===== config.mk =====
export PLATFORM = sky130hd
export DESIGN_NAME = imem_loader
export DESIGN_NICKNAME = d
export VERILOG_FILES = /design/src/rtl/imem_loader_pkg.sv /design/src/rtl/imem_loader_byte_assembler.sv /design/src/rtl/imem_loader.sv
export SDC_FILE = /design/constraint.sdc
export NUM_CORES = 1
export LEC_CHECK = 0
export ABC_AREA = 0
export CAP_MARGIN = 20
export CORE_ASPECT_RATIO = 0.9
export CORE_MARGIN = 1
export CORE_UTILIZATION = 45
export CTS_CLUSTER_DIAMETER = 120
export DETAILED_ROUTE_END_ITERATION = 12
export PLACE_DENSITY = 0.7
export SYNTH_ARGS = -nofsm -noshare
export SYNTH_HDL_FRONTEND = slang
export SYNTH_SLANG_ARGS = --single-unit
export TNS_END_PERCENT = 10

===== constraint.sdc =====
create_clock -name clk -period 2.25 [get_ports clk]
set_clock_uncertainty 0.2 [all_clocks]
set_input_delay 0.675 -clock clk [delete_from_list [all_inputs] [get_ports clk]]
set_output_delay 0.675 -clock clk [all_outputs]
set_load 0.02 [all_outputs]

===== src/rtl/imem_loader_pkg.sv =====
// Shared definitions for the instruction-memory loader and its helpers.
// Provides the loader state encoding and the image header length width.
// No logic; pure types and constants.
package imem_loader_pkg;

  // Width of the word-count header that prefixes every program image.
  localparam int LEN_W = 16;

  typedef enum logic [2:0] {
    ST_IDLE   = 3'd0,
    ST_LEN_HI = 3'd1,
    ST_LEN_LO = 3'd2,
    ST_WORD   = 3'd3,
    ST_WRITE  = 3'd4,
    ST_DONE   = 3'd5,
    ST_ERROR  = 3'd6
  } state_t;

endpackage


===== src/rtl/imem_loader_byte_assembler.sv =====
// Packs a byte stream MSB-first into 32-bit words (byte0 -> [31:24]).
// Latency: word/word_ready are combinational on the 4th shifted byte.
// Backpressure: none internally; the caller gates shift_en with its handshake.
//
// Ports: clk, rst (async active-low), clr (restart count), shift_en (byte
// accepted this cycle), byte_data; word = assembled word including the byte
// being shifted now, word_ready = this shift completes a word.
module byte_assembler (
  input  logic        clk,
  input  logic        rst,
  input  logic        clr,
  input  logic        shift_en,
  input  logic [7:0]  byte_data,
  output logic [31:0] word,
  output logic        word_ready
);

  logic [23:0] shreg;
  logic [1:0]  byte_cnt;

  always_ff @(posedge clk or negedge rst) begin
    if (!rst) begin
      shreg    <= '0;
      byte_cnt <= '0;
    end else if (clr) begin
      shreg    <= '0;
      byte_cnt <= '0;
    end else if (shift_en) begin
      shreg    <= {shreg[15:0], byte_data};
      byte_cnt <= byte_cnt + 2'd1;
    end
  end

  // Exposing the word including the incoming byte lets the caller register
  // the full word on the same edge that accepts its last byte.
  assign word       = {shreg, byte_data};
  assign word_ready = shift_en && (byte_cnt == 2'd3);

endmodule


===== src/rtl/imem_loader.sv =====
// Boot loader: length-prefixed byte stream -> consecutive imem word writes.
// Latency: write strobe one cycle after the edge accepting a word's 4th byte.
// Backpressure: byte_ready low outside header/word states and during WRITE.
//
// Ports: clk, rst (async active-low), start pulse; byte_valid/byte_ready/
// byte_data stream in; wr_en/wr_addr (byte address)/wr_data to imem;
// busy/done/error status; cpu_rst_n holds the pipeline in reset until done.
module imem_loader
  import imem_loader_pkg::*;
#(
  parameter int ADDR_W    = 8,
  parameter int MAX_WORDS = 256
) (
  input  logic        clk,
  input  logic        rst,
  input  logic        start,
  input  logic        byte_valid,
  input  logic [7:0]  byte_data,
  output logic        byte_ready,
  output logic        wr_en,
  output logic [31:0] wr_addr,
  output logic [31:0] wr_data,
  output logic        busy,
  output logic        done,
  output logic        error,
  output logic        cpu_rst_n
);

  // One extra bit so an image of exactly 2^ADDR_W words counts to N cleanly.
  localparam int          IDX_W   = ADDR_W + 1;
  localparam logic [31:0] MAX_W32 = MAX_WORDS;

  state_t             state_q, state_d;
  logic [LEN_W-1:0]   len_q;
  logic [LEN_W-1:0]   len_next;
  logic [IDX_W-1:0]   word_idx;
  logic [IDX_W-1:0]   idx_inc;
  logic               accept;
  logic               asm_shift;
  logic               asm_clr;
  logic [31:0]        asm_word;
  logic               asm_ready;

  assign byte_ready = (state_q == ST_LEN_HI) || (state_q == ST_LEN_LO) ||
                      (state_q == ST_WORD);
  assign accept     = byte_valid && byte_ready;
  assign len_next   = {len_q[15:8], byte_data};
  assign idx_inc    = word_idx + 1'b1;

  assign busy      = byte_ready || (state_q == ST_WRITE);
  assign done      = (state_q == ST_DONE);
  assign error     = (state_q == ST_ERROR);
  assign cpu_rst_n = (state_q == ST_DONE);

  // Clearing while the low length byte is pending guarantees every image
  // starts word assembly from byte 0, even after an aborted or error load.
  assign asm_clr   = (state_q == ST_LEN_LO);
  assign asm_shift = accept && (state_q == ST_WORD);

  byte_assembler u_asm (
    .clk        (clk),
    .rst        (rst),
    .clr        (asm_clr),
    .shift_en   (asm_shift),
    .byte_data  (byte_data),
    .word       (asm_word),
    .word_ready (asm_ready)
  );

  always_ff @(posedge clk or negedge rst) begin
    if (!rst) state_q <= ST_IDLE;
    else      state_q <= state_d;
  end

  always_comb begin
    state_d = state_q;
    case (state_q)
      ST_IDLE, ST_DONE, ST_ERROR: begin
        if (start) state_d = ST_LEN_HI;
      end
      ST_LEN_HI: begin
        if (accept) state_d = ST_LEN_LO;
      end
      ST_LEN_LO: begin
        if (accept) begin
          if (len_next == '0)                    state_d = ST_DONE;
          else if (32'(len_next) > MAX_W32)      state_d = ST_ERROR;
          else                                   state_d = ST_WORD;
        end
      end
      ST_WORD: begin
        if (asm_ready) state_d = ST_WRITE;
      end
      ST_WRITE: begin
        if (32'(idx_inc) == 32'(len_q)) state_d = ST_DONE;
        else                            state_d = ST_WORD;
      end
      default: state_d = ST_IDLE;
    endcase
  end

  always_ff @(posedge clk or negedge rst) begin
    if (!rst) begin
      len_q    <= '0;
      word_idx <= '0;
      wr_en    <= 1'b0;
      wr_addr  <= '0;
      wr_data  <= '0;
    end else begin
      wr_en <= 1'b0;
      if (accept && state_q == ST_LEN_HI) len_q[15:8] <= byte_data;
      if (accept && state_q == ST_LEN_LO) begin
        len_q[7:0] <= byte_data;
        word_idx   <= '0;
      end
      // Address, data and strobe are captured together so they line up
      // in the WRITE cycle.
      if (state_q == ST_WORD && asm_ready) begin
        wr_en   <= 1'b1;
        wr_addr <= 32'({word_idx, 2'b00});
        wr_data <= asm_word;
      end
      if (state_q == ST_WRITE) word_idx <= idx_inc;
    end
  end

endmodule


# Word level (Yosys, flattened, before mapping)
# Cells that the tools add are included.
# classes
n_addsub	2
order_cmp	1
eq_ne	12
n_mux	15
n_reduce_logical	15
# op_table
operator	count
24-bit two-way mux	2
3-bit two-way mux	7
9-bit two-way mux	2
9-bit by 16-bit equality test with 1-bit output	1
16-bit by 9-bit > comparator with 1-bit output, second input constant	1
16-bit zero test	1
3-bit case mux with 5 select lines	1
9-bit by 1-bit adder with 9-bit output, second input constant	1
3-bit equality test, second input constant	3
2-bit inequality test, second input constant	4
3-bit by 2-bit equality test with 1-bit output, second input constant	2
1-bit logical AND	6
2-bit two-way mux	2
4-bit AND reduction	1
2-bit nonzero test	2
3-bit by 1-bit equality test with 1-bit output, second input constant	1
3-bit zero test	1
1-bit logical OR	3
3-bit OR reduction	1
2-bit by 1-bit adder with 2-bit output, second input constant	1
2-bit equality test, second input constant	1
1-bit two-way mux	1
# totals
ff_bits	96
in_bits	12
out_inout_bits	70
word_cells	54

# Depth between registers and ports, before layout
# Gate-level depths: netlist (run 1).
# depth
depth_word	8
depth_mapped	8

# Hierarchy
# From an unflattened synthesis (run 1), not the netlist that was laid out.
# unflattened
hier_cells	457
hier_area_um2	4560.6
# by_module_without_submodules
mod	n_inst	cells_each	area_per_inst_um2
imem_loader	1	363	3407.0
byte_assembler	1	94	1153.6

# Worst setup path before layout (run 1)
# No wires, ideal clock.
# synth_path
path_kind	reg-to-output
start	register state_q[2]
end	output port done
arrival_ns	1.609
slack_ns	-0.234
stages_incl_launch_ff	6
cell_sequence	dfrtp_1 buf_6 clkbuf_1 inv_1 nor3_1 buf_4
# synth_between
elab_chain_cells	1
# synth_lines
item	line_no	text
start, declared	imem_loader.sv:33	state_t state_q, state_d;
start signal, assigned	imem_loader.sv:72	else state_q <= state_d;
3-bit equality test	-	
end, declared	imem_loader.sv:24	output logic done,
# No other way between the ends.

# Worst setup path after layout (run 1)
# layout_path
start	register wr_data[19]
end	output port wr_data[19]
# layout_rtl
item	line_no	text
start, declared	imem_loader.sv:22	output logic [31:0] wr_data,
start signal, assigned	imem_loader.sv:121	wr_data <= asm_word;
# No word-level cell between the ends.

==> results_dict.tcl, run 1 <==
set metrics [dict create \
    status "finished clean" \
    fin_setup_tns_ns 0 \
    tightestPinTransition_ns 0.5002 \
    final_cell_mix "94 x dfrtp_1, 39 x nand2_1, 36 x dlymetal6s2s_1" \
    gp_congestion 0.8368 \
    grt_start_max_net_pins 97 \
    ff2ff_path_depth 7 \
    relSlewSlack_pct 66.66 \
    numCtsBuffers 9 \
    die_area_um2 10350 \
    place_worst_setup_slack_ns -0.4476 \
    antenna_found_initial 0 \
    cp_top_family "buffers and inverters" \
    cts.path.max_buffers 2 \
    grt_pass1_vias 2976 \
    drt-wirelength-per-cell_um 16.04 \
    synthTopCellsByArea "dfrtp_1 54%, mux2_4 10%, mux2_2 4.8%, buf_4 4.4%, nand2_1 3.3%" \
    dr_wl_met2_um 4435 \
    ys_types 49 \
    slowest_stage "clkdlybuf4s50_1" \
    ys_seq_area_share_pct 53.68 \
    synth_edf_count 0 \
    wl_met3_um 356 \
    path_clk_slew_ns 0.10 \
    io_buffers 58 \
    grt-ovfl-total 0 \
    synth_area_um2 4476 \
    drv_cap 0 \
    synth_xor_area_share_pct 3.131 \
    worstSkewPairLatency_ns 0.36 \
    cp_num_cells 1 \
    yosys.area_share.simple_pct 10.01 \
    drv_slew 0 \
    synthMuxAreaShare_pct 16.83 \
    yosys.area.top_type "dfrtp_1" \
    dr.pass1.iters 5 \
    design_area_um2 5634 \
    cts_tree "done" \
    drt_wl_total_um 9189 \
    htreeDepth 3 \
    ys_ff_latch 96 \
    rsz0062_at_grt "yes" \
    io_pins 82 \
    irDropWorstVdd_uv 707.1 \
    synth_top_area_share_pct 53.68 \
    root_buffer "clkbuf_8" \
    syn_avg_cell_area_um2 12.50 \
    p_leak_nw 3.231 \
    synthAdderAreaFrac_pct 0.5591 \
    crit_chain "clkdlybuf4s50_1" \
    hold_path_class "input pin to asynchronous set/reset pin" \
    syn-instance-count 358 \
    finalCriticalPeriod_ns 2.218 \
    drt-met1-wl_um 4303 \
    layout.nets 456 \
    synth_top_family_by_area "multiplexers" \
    drc 0 \
    cts.hold.buffers_added 0 \
    finalCritPeriodShare_pct 98.56 \
    crit_arrival_ns 1.34 \
    synthArstFlopShare_pct 100.0 \
    end_kind "output pin" \
    drive_gt1_share_pct 28.41 \
    antenna_cells 0 \
    ys.flop_type "dfrtp_1" \
    slowest_delay_ns 0.62 \
    fmax_mhz 450.9 \
    initial_utilization_pct 46.35 \
    crit_type "flop to output pin" \
    vias 2966 \
    ys_warn_count 0 \
    synthToLayoutAreaGrowth_pct 25.89 \
    cp-start-kind "flop" \
    fin_ws_ns 0.03239 \
    ant_nets 0 \
    cp.required_ns 1.37 \
    setup_violations 0 \
    place_area_um2 5311 \
    detailed_place_hpwl_um 6410 \
    cp_max_fo 2 \
    core-area_um2 9657 \
    dieHeight_um 96.61 \
    die_x_um 107.1 \
    final_common_cell "dfrtp_1" \
    fp-row-count 34 \
    synth_compound_gate_area_share_pct 8.694 \
    grt_pass1_wl_um 15560 \
    powerDensity_nw_per_um2 978.9 \
    viasPerCell 5.176 \
    highest_layer "met4" \
    cts.sinks 96 \
    finalHoldViolCount 0 \
    grtUsageTotal_pct 19.20 \
    postCtsSetupRepairBufs 0 \
    path_buf_inv 1 \
    dr.first_iter.drc_count 168 \
]
-- per-layer routing --
layer	vias up	global-route usage, %
met2	77	30.22
met5	-	0
li1	1397	-
met3	8	3.908
met4	0	4.953
met1	1484	27.14
-- synthesized netlist by cell type (all sizes together) (2+ instances only) --
| library cell | instances |
|---|---|
| dfrtp | 96 |
| mux2 | 56 |
| nand2 | 41 |
| buf | 36 |
| a22o | 15 |
| a21oi | 13 |
| o21ai | 13 |
| xnor2 | 13 |
| nand3 | 9 |
| nor2 | 8 |
| inv | 6 |
| and3 | 5 |
| nor4 | 5 |
| clkbuf | 4 |
| o31ai | 4 |
| nor3 | 3 |
| or3 | 3 |
| xor2 | 3 |
| and2 | 2 |
| and4 | 2 |
| ha | 2 |
| nor2b | 2 |
| nor3b | 2 |
| o22ai | 2 |
| o311ai | 2 |
-- what timing repair did --
item	4_1_cts	5_1_grt
pin swaps	1	4
gates resized for setup	27	49
setup endpoints to repair	9	42
-- registers in the layout (all words and copies together) (netlist names) --
register	cells
wr_data	32
u_asm.byte_cnt	2
wr_addr	9
wr_en	1
state_q	3
len_q	16
u_asm.shreg	24
word_idx	9
-- cell type report --
class,count,area (um2)
fillers,789,4023
flip-flops and latches,96,2405
multi-input cells,238,1923
repair buffers,91,939.7
well taps,126,157.7
clock buffers,9,123.9
clock inverters,7,62.56
inverters,6,22.52
-- cell families (layout without fill, tap and decap cells) --
logic type,after synthesis,after routing
DFF,96,96
and+or+nand+nor,83,83
AOI/OAI and AO/OA,57,57
muxes,57,57
buffers and inverters,46,113
xor gates and xnor gates,16,16
adders and majority gates,2,2
other,1,23
-- where the power goes --
part / internal, mW / total, mW / switching (mW)
logic: 0.990 / 2.03 / 1.04
clock network: 0.425 / 1.08 / 0.654
registers: 2.08 / 2.40 / 0.320
-- per-stage QoR --
step,hold WS [ns],power (mW),util (%),instances
6_report,0.1275,5.515,58.34,573
3_3_place_gp,0.2695,4.321,55.00,557
5_1_grt,0.1690,5.842,58.34,573
4_1_cts,0.1634,5.475,56.83,573
2_1_floorplan,0.1794,3.698,-,380
3_5_place_dp,0.2736,4.388,55.00,557
-- final timing paths --
path,start,endpoint,slack (ns)
max,wr_data[19],wr_data[19],0.03
min,rst,wr_addr[6],0.13
max reg2reg,word_idx[1],state_q[2],0.13
min reg2reg,wr_addr[9],wr_addr[9],0.29
max in group asynchronous,rst,state_q[1],1.31
min in group clk,wr_addr[9],wr_addr[9],0.29
Power figures use the tool's default switching activity.
==> inputs of run 2 (changes only) <==
==> constraint.sdc (replaced) <==
create_clock -name clk -period 2.3 [get_ports clk]
set_clock_uncertainty 0.2 [all_clocks]
set_input_delay 0.69 -clock clk [delete_from_list [all_inputs] [get_ports clk]]
set_output_delay 0.69 -clock clk [all_outputs]
set_load 0.02 [all_outputs]
==> run 2 against run 1 <==
Against the previous run:
- the flow now finishes with violations (design-rule violations)
- first-iteration DRC count down 24%
- sequential share of layout area up 0.62 points
- non-clock buffer count is 4 higher
- worst hold slack worse by 0.041 ns
- highest routed layer unchanged
- core utilization decreased by 0.89 points
- register-to-register slack improved by 0.02 ns
- critical path depth grew 2
==> results_dict.tcl, run 2 (synthesis gave the netlist of run 1 again) <==
set metrics [dict create \
    dr.first_iter.drc_count 127 \
    status "finished, violations left" \
    fp-row-count 34 \
    htreeDepth 3 \
    cts.sinks 96 \
    numCtsBuffers 9 \
    crit_type "flop to output pin" \
    dr.pass1.iters 8 \
    rr_startpoint "word_idx[1]" \
    drt-wirelength-per-cell_um 15.99 \
    rsz0062_at_grt "yes" \
    end_kind "output pin" \
    finalCritPeriodShare_pct 99.41 \
    final_cell_mix "96 x dfrtp_1, 51 x clkdlybuf4s50_1, 39 x nand2_1" \
    irDropWorstVdd_uv 656.0 \
    violations "design-rule violations" \
    path_clk_slew_ns 0.10 \
    hold_ws_ns 0.08622 \
    place_worst_setup_slack_ns -0.3490 \
    root_buffer "clkbuf_8" \
    die_area_um2 10350 \
    vias 3003 \
    worstSkewPairLatency_ns 0.36 \
    viasPerCell 5.205 \
    cp_max_fo 10 \
    core-area_um2 9657 \
    drc 1 \
    setup_violations 0 \
    fin_ws_ns 0.01346 \
    grt_start_max_net_pins 36 \
    fin_setup_tns_ns 0 \
    gp_congestion 0.8477 \
    final_common_cell "dfrtp_1" \
    drv_slew 0 \
    cp.required_ns 1.41 \
    finalHoldViolCount 0 \
    crit_start "state_q[1]" \
    synthToLayoutAreaGrowth_pct 23.96 \
    antenna_cells 0 \
    grt_pass1_wl_um 15370 \
    fmax_mhz 437.3 \
    dieHeight_um 96.61 \
    detailed_place_hpwl_um 6518 \
    initial_utilization_pct 46.35 \
    drt_wl_total_um 9228 \
    antenna_found_initial 0 \
    drv_cap 0 \
    drive_gt1_share_pct 27.27 \
    crit_arrival_ns 1.40 \
    cp-start-kind "flop" \
    grtUsageTotal_pct 19.02 \
    cts.path.max_buffers 2 \
    die_x_um 107.1 \
    io_pins 82 \
    reg.largest.list "wr_data (32), u_asm.shreg (24), len_q (16)" \
    cts_tree "done" \
    design_area_um2 5548 \
    largest_reg_flops 32 \
    ant_nets 0 \
    hold_path_class "input pin to asynchronous set/reset pin" \
    p_total_mw 5.339 \
    powerDensity_nw_per_um2 962.3 \
    layout.nets 460 \
    finalCriticalPeriod_ns 2.287 \
    io_buffers 58 \
    cts.hold.buffers_added 0 \
    grt_pass1_vias 3011 \
    p_leak_nw 2.650 \
    place_area_um2 5328 \
    regMostFlops "wr_data" \
    grt-ovfl-total 0 \
]
-- run 2: changes by cell type in the layout (fill, tap and decap cells not counted), moves of 2 or more --
cell,change
clkdlybuf4s50_1,+38
dfrtp_1,+2
dlygate4sd2_1,-3
buf_4,+2
dlymetal6s2s_1,-35
dfrtp_2,-2
inv_8,-2
-- run 2: cell type report --
type | instances | area (um2)
well taps | 126 | 157.7
inverters | 6 | 22.52
clock buffers | 10 | 127.6
clock inverters | 6 | 67.56
flip-flops and latches | 96 | 2402
repair buffers | 95 | 893.4
fillers | 815 | 4109
multi-input cells | 238 | 1877
-- run 2: final timing paths --
| path | endpoint | slack (ns) | cells past startpoint |
|---|---|---|---|
| max in group asynchronous | u_asm.shreg[9] | 1.22 | 2 |
| setup / recovery | error | 0.01 | 3 |
| hold reg to reg | wr_addr[8] | 0.30 | 1 |
| min in group clk | wr_addr[8] | 0.30 | 1 |
| setup reg to reg | state_q[2] | 0.15 | 7 |
| hold / removal | word_idx[7] | 0.09 | 1 |
-- run 2: critical path, stage by stage, from the launching register on --
cell and delay [ns]:
dfrtp_1 0.45, buf_6 0.18, and2_1 0.15, clkdlybuf4s15_2 0.27
-- run 2: repair_timing --
item	CTS	global route
setup buffers	0	1
endpoints found under the setup margin	5	17
gates cloned	0	0
gates resized for setup	15	13
pin swaps	0	2
-- run 2: per-stage QoR --
step,std cells,utilization (%)
finish,577,57.45
global route,577,57.45
CTS,576,57.17
detailed placement,560,55.17
global placement,560,55.17
floorplan,380,-
-- run 2: power breakdown --
part | total, mW | switching, mW | internal (mW)
Clock | 1.10 | 0.589 | 0.509
Sequential | 2.33 | 0.297 | 2.03
Combinational | 1.91 | 0.994 | 0.916
-- run 2: routing by layer --
metal | GRT usage [%] | up-vias | wire length [um] | share of wire, %
met3 | 3.167 | 8 | 388 | 4.2
met2 | 29.68 | 88 | 4467 | 48
met5 | 0 | - | 0 | 0
met1 | 27.14 | 1525 | 4264 | 46
li1 | - | 1382 | - | -
met4 | 6.006 | 0 | 109 | 1.2
==> RTL edit 1 (settings of run 2) <==
Make the reset (`rst`) synchronous in 3 clocked blocks. Comments in the files are not updated.
--- a/src/rtl/imem_loader_byte_assembler.sv
+++ b/src/rtl/imem_loader_byte_assembler.sv
@@ -19,5 +19,5 @@
   logic [1:0]  byte_cnt;
 
-  always_ff @(posedge clk or negedge rst) begin
+  always_ff @(posedge clk) begin
     if (!rst) begin
       shreg    <= '0;
--- a/src/rtl/imem_loader.sv
+++ b/src/rtl/imem_loader.sv
@@ -68,5 +68,5 @@
   );
 
-  always_ff @(posedge clk or negedge rst) begin
+  always_ff @(posedge clk) begin
     if (!rst) state_q <= ST_IDLE;
     else      state_q <= state_d;
@@ -100,5 +100,5 @@
   end
 
-  always_ff @(posedge clk or negedge rst) begin
+  always_ff @(posedge clk) begin
     if (!rst) begin
       len_q    <= '0;
Function: differs if rst is asserted again (counterexample within 4 cycles, from zero or initial values and one cycle with rst low); with rst held inactive, the same outputs for 10 cycles.
==> RTL edit 1 against run 2 <==
Setup slack better by 0.018 ns; wire length is 5.2% higher; first-iteration DRC count is 50% higher; cell area is 3.5% lower; synthesized area is 4.7% lower; via count is 21% higher; sequential cell count stayed put.
Power is not compared: it rests on default switching activity, and its combinational part moved more than twofold at a synthesized area within 25%.
==> RTL edit 1: results (changes against run 2) <==
Logic synthesis
  – Mux cell area share after synthesis: 0.264% (was 16.8%)
  – Async set-reset flop share out of synthesis: 0% (was 100%)
  – Mapped Avg Cell Area: 8.04 um^2 (was 12.5 um^2)
  – Post-synthesis xor/xnor area fraction: 3.08% (was 3.13%)
  – Synth Area in Compound Gates: 18.9% (was 8.69%)
  – Post-Syn Area: 0.00427 mm^2 (was 0.00448 mm^2)
  – Post-synthesis sequential area ratio: 45.0% (was 53.7%)
  – Synth Flop Type: dfxtp_1 (was dfrtp_1)
  – Largest family of logic cells by synthesized area: simple AND/OR/NAND/NOR gates (was multiplexers)

Placement
  – Area post-placement: 0.00510 mm^2 (was 0.00533 mm^2)
  – Post-DP HPWL: 6920 um (was 6520 um)

Layout
  – FF+latch area: 0.00192 mm^2 (was 0.00240 mm^2)
  – Invs w/o clock: 4 (was 6)
  – Fraction of area in multi-input gates: 39.4% (was 33.8%)
  – Layout non-clock buf frac: 16.8% (was 16.1%)
  – Nets@finish: 625 (was 460)
  – Filler Cells Inserted: 851 (was 815)
  – Clk tree area frac: 4.70% (was 3.52%)
  – Multi-In Gates: 399 (was 238)

Worst setup path
  – R2r setup slk: 0.17 ns (was 0.15 ns)
  – Worst Path Max Fanout: 2 (was 10)
  – Crit path capture: state_q[1] (was error)
  – CP Data Arrival Time: 2.30 ns (was 1.40 ns)
  – Critical path's slowest cell: clkdlybuf4s50_1 (was dfrtp_1)
  – Reg2Reg Launch Point: word_idx[0] (was word_idx[1])
  – Crit path from: byte_data[4] (was state_q[1])

Detailed routing
  – 1st-iter DRT viols: 190 (was 127)
  – Post-DR vias/cell: 4.94 (was 5.20)
  – First drt pass iteration count: 4 (was 8)

GRT
  – Vias in the first global route: 3295 (was 3011)
  – First-pass GRT wire length: 16000 um (was 15400 um)
  – Largest net degree at the start of global routing: 43 (was 36)
  – M2 GR Usage: 32.7% (was 29.7%)

Worst hold path
  – Hold crit path type: register to register (was primary input to asynchronous set/reset pin)

Run status
  – Outcome: complete, no violations (was finished, violations left)
[RTL edit 1: how the worst min path moves through the flow]
| stage | to | from | cells after the start | slack (ns) |
|---|---|---|---|---|
| after CTS | wr_data[27] | wr_data[27] | 2 | 0.26 |
| after detailed placement | wr_data[27] | wr_data[27] | 2 | 0.25 |
| after global placement | wr_data[28] | wr_data[28] | 2 | 0.24 |
| after global routing | wr_data[28] | wr_data[28] | 2 | 0.28 |
| after floorplan | wr_data[24] | u_asm.shreg[16] | 2 | 0.23 |
| final | wr_data[24] | u_asm.shreg[16] | 2 | 0.25 |
[RTL edit 1: logic make-up after synthesis]
| group | after synthesis |
|---|---|
| AO/OA/AOI/OAI | 118 |
| adder cells (fa/ha/maj) | 2 |
| buffers and inverters | 58 |
| flip-flops | 96 |
| multiplexers | 1 |
| XOR/XNOR | 15 |
| AND/OR/NAND/NOR | 240 |
| other | 1 |
[RTL edit 1: what timing repair did]
| action | CTS | global route |
|---|---|---|
| setup buffers | 0 | 1 |
| endpoints found under the setup margin | 5 | 7 |
| pin swaps | 0 | 1 |
| resized for setup | 18 | 10 |
[RTL edit 1: layer usage]
layer	share of wire (%)	vias up
met5	0	-
met4	0.61	0
met3	4.9	6
met2	45	106
met1	49	1662
li1	-	1872
[RTL edit 1: report_power, final]
group,total [mW],leakage [nW],internal (mW),switching (mW)
logic,0.773,1.05,0.343,0.430
registers,1.77,0.775,1.72,0.0487
clock network,1.34,0.119,0.756,0.586
total,3.88,1.94,2.82,1.06
[RTL edit 1: stage by stage]
step / worst slack, ns / setup TNS (ns)
floorplan: 0.237 / 0
global placement: -0.273 / -4.77
detailed placement: -0.381 / -5.87
CTS: -0.0185 / -0.0510
global route: -0.0128 / -0.0128
finish: 0.0318 / 0
==> RTL edit 2 (settings of run 2) <==
Without the edit above. Change the parameter `MAX_WORDS` from 256 to 192.
--- a/src/rtl/imem_loader.sv
+++ b/src/rtl/imem_loader.sv
@@ -10,5 +10,5 @@
 #(
   parameter int ADDR_W    = 8,
-  parameter int MAX_WORDS = 256
+  parameter int MAX_WORDS = 192
 ) (
   input  logic        clk,
Behaviour: not the same (Yosys sat finds a counterexample within 4 cycles, from zero or initial values and one cycle with rst low).
==> RTL edit 2 against run 2 <==
The run ends with setup timing left; wire length decreased by 1.5%; sequential power increased by 3%; sequential cell count unchanged; worst hold slack got worse by 0.0014 ns; total power increased by 0.34%; synthesized area decreased by 2.5%; setup slack got worse by 0.025 ns; cell area decreased by 0.56%; largest power group unchanged.
==> RTL edit 2: results (changes against run 2) <==
STA
  – Final WS setup: -0.0111 ns (was 0.0135 ns)
  – Slew Viols, Final: 0 (unchanged)
  – Final Setup Violations: 1 (was 0)
  – Final setup TNS: -0.0111 ns (was 0 ns)
  – Max_slew headroom: 60.3%

Layout
  – Ratio of cells with drive above 1 in the final layout: 30.3% (was 27.3%)
  – Antenna cells: 0 (unchanged)
  – Nets@finish: 472 (was 460)
  – Top Registers: wr_data (32), u_asm.shreg (24), len_q (16) (unchanged)

Logic synthesis
  – Mux cell area share after synthesis: 15.0% (was 16.8%)
  – Synth top cells by count: dfrtp_1 (96), mux2_2 (58), nand2_1 (39) (was dfrtp_1 (96), nand2_1 (39), mux2_4 (30))
  – Synth Area in Compound Gates: 10.4% (was 8.69%)
  – Synth unique cells: 44 (was 49)
  – Yosys warnings: 0 (unchanged)
  – Synthesized-area fraction occupied by adder cells: 0.574% (was 0.559%)
  – Async set-reset flop share out of synthesis: 100% (unchanged)
  – Post-synthesis xor/xnor area fraction: 3.36% (was 3.13%)
  – Synth area leaders: dfrtp_1 (55%), mux2_2 (15%), buf_4 (4.1%), nand2_1 (3.4%), a22o_1 (2.8%) (was dfrtp_1 (54%), mux2_4 (10%), mux2_2 (4.8%), buf_4 (4.4%), nand2_1 (3.3%))
  – Post-synthesis sequential area ratio: 55.1% (was 53.7%)

GRT
  – Antenna violations before repair: 0 (unchanged)
  – Largest net degree at the start of global routing: 37 (was 36)
  – First-pass GRT wire length: 14800 um (was 15400 um)
  – Gr usage total: 19.4% (was 19.0%)
  – Vias in the first global route: 2961 (was 3011)

Worst setup path
  – Critical path's slowest cell: dfrtp_1 (unchanged)
  – Worst Path Max Fanout: 4 (was 10)
  – Largest stage delay, worst path: 0.40 ns (was 0.45 ns)
  – CP Data Arrival Time: 1.42 ns (was 1.40 ns)

Run status
  – Outcome: finished, violations left (unchanged)
  – Failing checks: setup timing (was DRC)

Detailed routing
  – 1st-iter DRT viols: 124 (was 127)
  – First drt pass iteration count: 4 (was 8)
  – Routed WL: 9090 um (was 9230 um)
  – Post-DR vias/cell: 5.26 (was 5.20)

Placement
  – Port bufs: 58 (unchanged)
  – Placer Congestion: 0.797 (was 0.848)
  – Post-DP HPWL: 6500 um (was 6520 um)

Worst hold path
  – Hold crit path type: primary input to asynchronous set/reset pin (unchanged)

CTS
  – H-tree depth: 3 (unchanged)
  – Clock Latency Late Sink: 0.36 ns (about the same)
  – CTS buffer count: 9 (unchanged)
  – Longest Clk Path Bufs: 2 (unchanged)
  – CTS root buffer: clkbuf_8 (unchanged)
  – Clk pin slew, worst setup/hold paths: approximately 0.090 ns

Pwr
  – Pleak: 2.59 nW (was 2.65 nW)
  – Peak supply drop: 0.484 mV (was 0.656 mV)
  – Sw power: 1.89 mW (was 1.88 mW)
## RTL edit 2: what timing repair did
action / 4_1_cts / 5_1_grt
pin swaps: 3 / 3
hold endpoints to repair: 0 / 0
setup buffers: 1 / 2
setup endpoints to repair: 6 / 23
gates resized for setup: 21 / 16
hold buffers: 0 / 0
## RTL edit 2: critical path, delay by kind of cell (launching register included)
kind | cells | cell delay (ns)
flops | 1 | 0.40
simple gates | 2 | 0.34
buf+inv | 2 | 0.32
## RTL edit 2: worst paths after layout
kind / start / slack (ns) / cells past startpoint / endpoint
max: state_q[2] / -0.01 / 4 / error
min: rst / 0.08 / 1 / wr_data[11]
max reg2reg: word_idx[0] / 0.02 / 9 / state_q[1]
min reg2reg: word_idx[2] / 0.30 / 1 / word_idx[2]
max in group asynchronous: rst / 1.29 / 2 / wr_data[12]
min in group clk: word_idx[2] / 0.30 / 1 / word_idx[2]
## RTL edit 2: power by group through the flow
stage                     Combinational [mW]  Sequential [mW]  Clock, mW
final                                   1.89             2.39       1.07
after global routing                    2.05             2.44       1.17
after CTS                               1.84             2.38       1.09
after detailed placement                1.83             2.40          0
after global placement                  1.78             2.39          0
after floorplan                         1.17             2.37          0
## RTL edit 2: metrics by stage
step | std cells | hold slack (ns) | power, mW | area (um^2) | worst slack (ns)
2_1_floorplan | 391 | 0.194 | 3.54 | 4450 | -0.0257
3_3_place_gp | 566 | 0.284 | 4.17 | 5250 | -0.431
3_5_place_dp | 566 | 0.289 | 4.23 | 5250 | -0.446
4_1_cts | 582 | 0.100 | 5.31 | 5470 | -0.0228
5_1_grt | 584 | 0.113 | 5.66 | 5520 | -0.103
6_report | 584 | 0.0848 | 5.36 | 5520 | -0.0111
## RTL edit 2: kinds of logic after synthesis
family	after synthesis
fa+ha+maj	2
buf+inv	47
compound gates	65
flops	96
xor+xnor	15
other cells	1
simple gates	85
mux	58
## RTL edit 2: area by class of cell
| type | count | area [um^2] |
|---|---|---|
| sequential | 96 | 2400 |
| clock inverter | 5 | 57.6 |
| tap | 122 | 153 |
| fill | 749 | 3730 |
| timing repair buffer | 99 | 921 |
| clock buffer | 10 | 128 |
| multi-input combinational | 248 | 1840 |
| inverter | 4 | 15.0 |
## RTL edit 2: metal layers
layer | vias up | wire, um | GRT usage [%]
li1 | 1437 | - | -
met1 | 1537 | 4260 | 25.9
met2 | 90 | 4280 | 31.2
met3 | 9 | 442 | 5.26
met4 | 0 | 115 | 5.90
met5 | - | 0 | 0
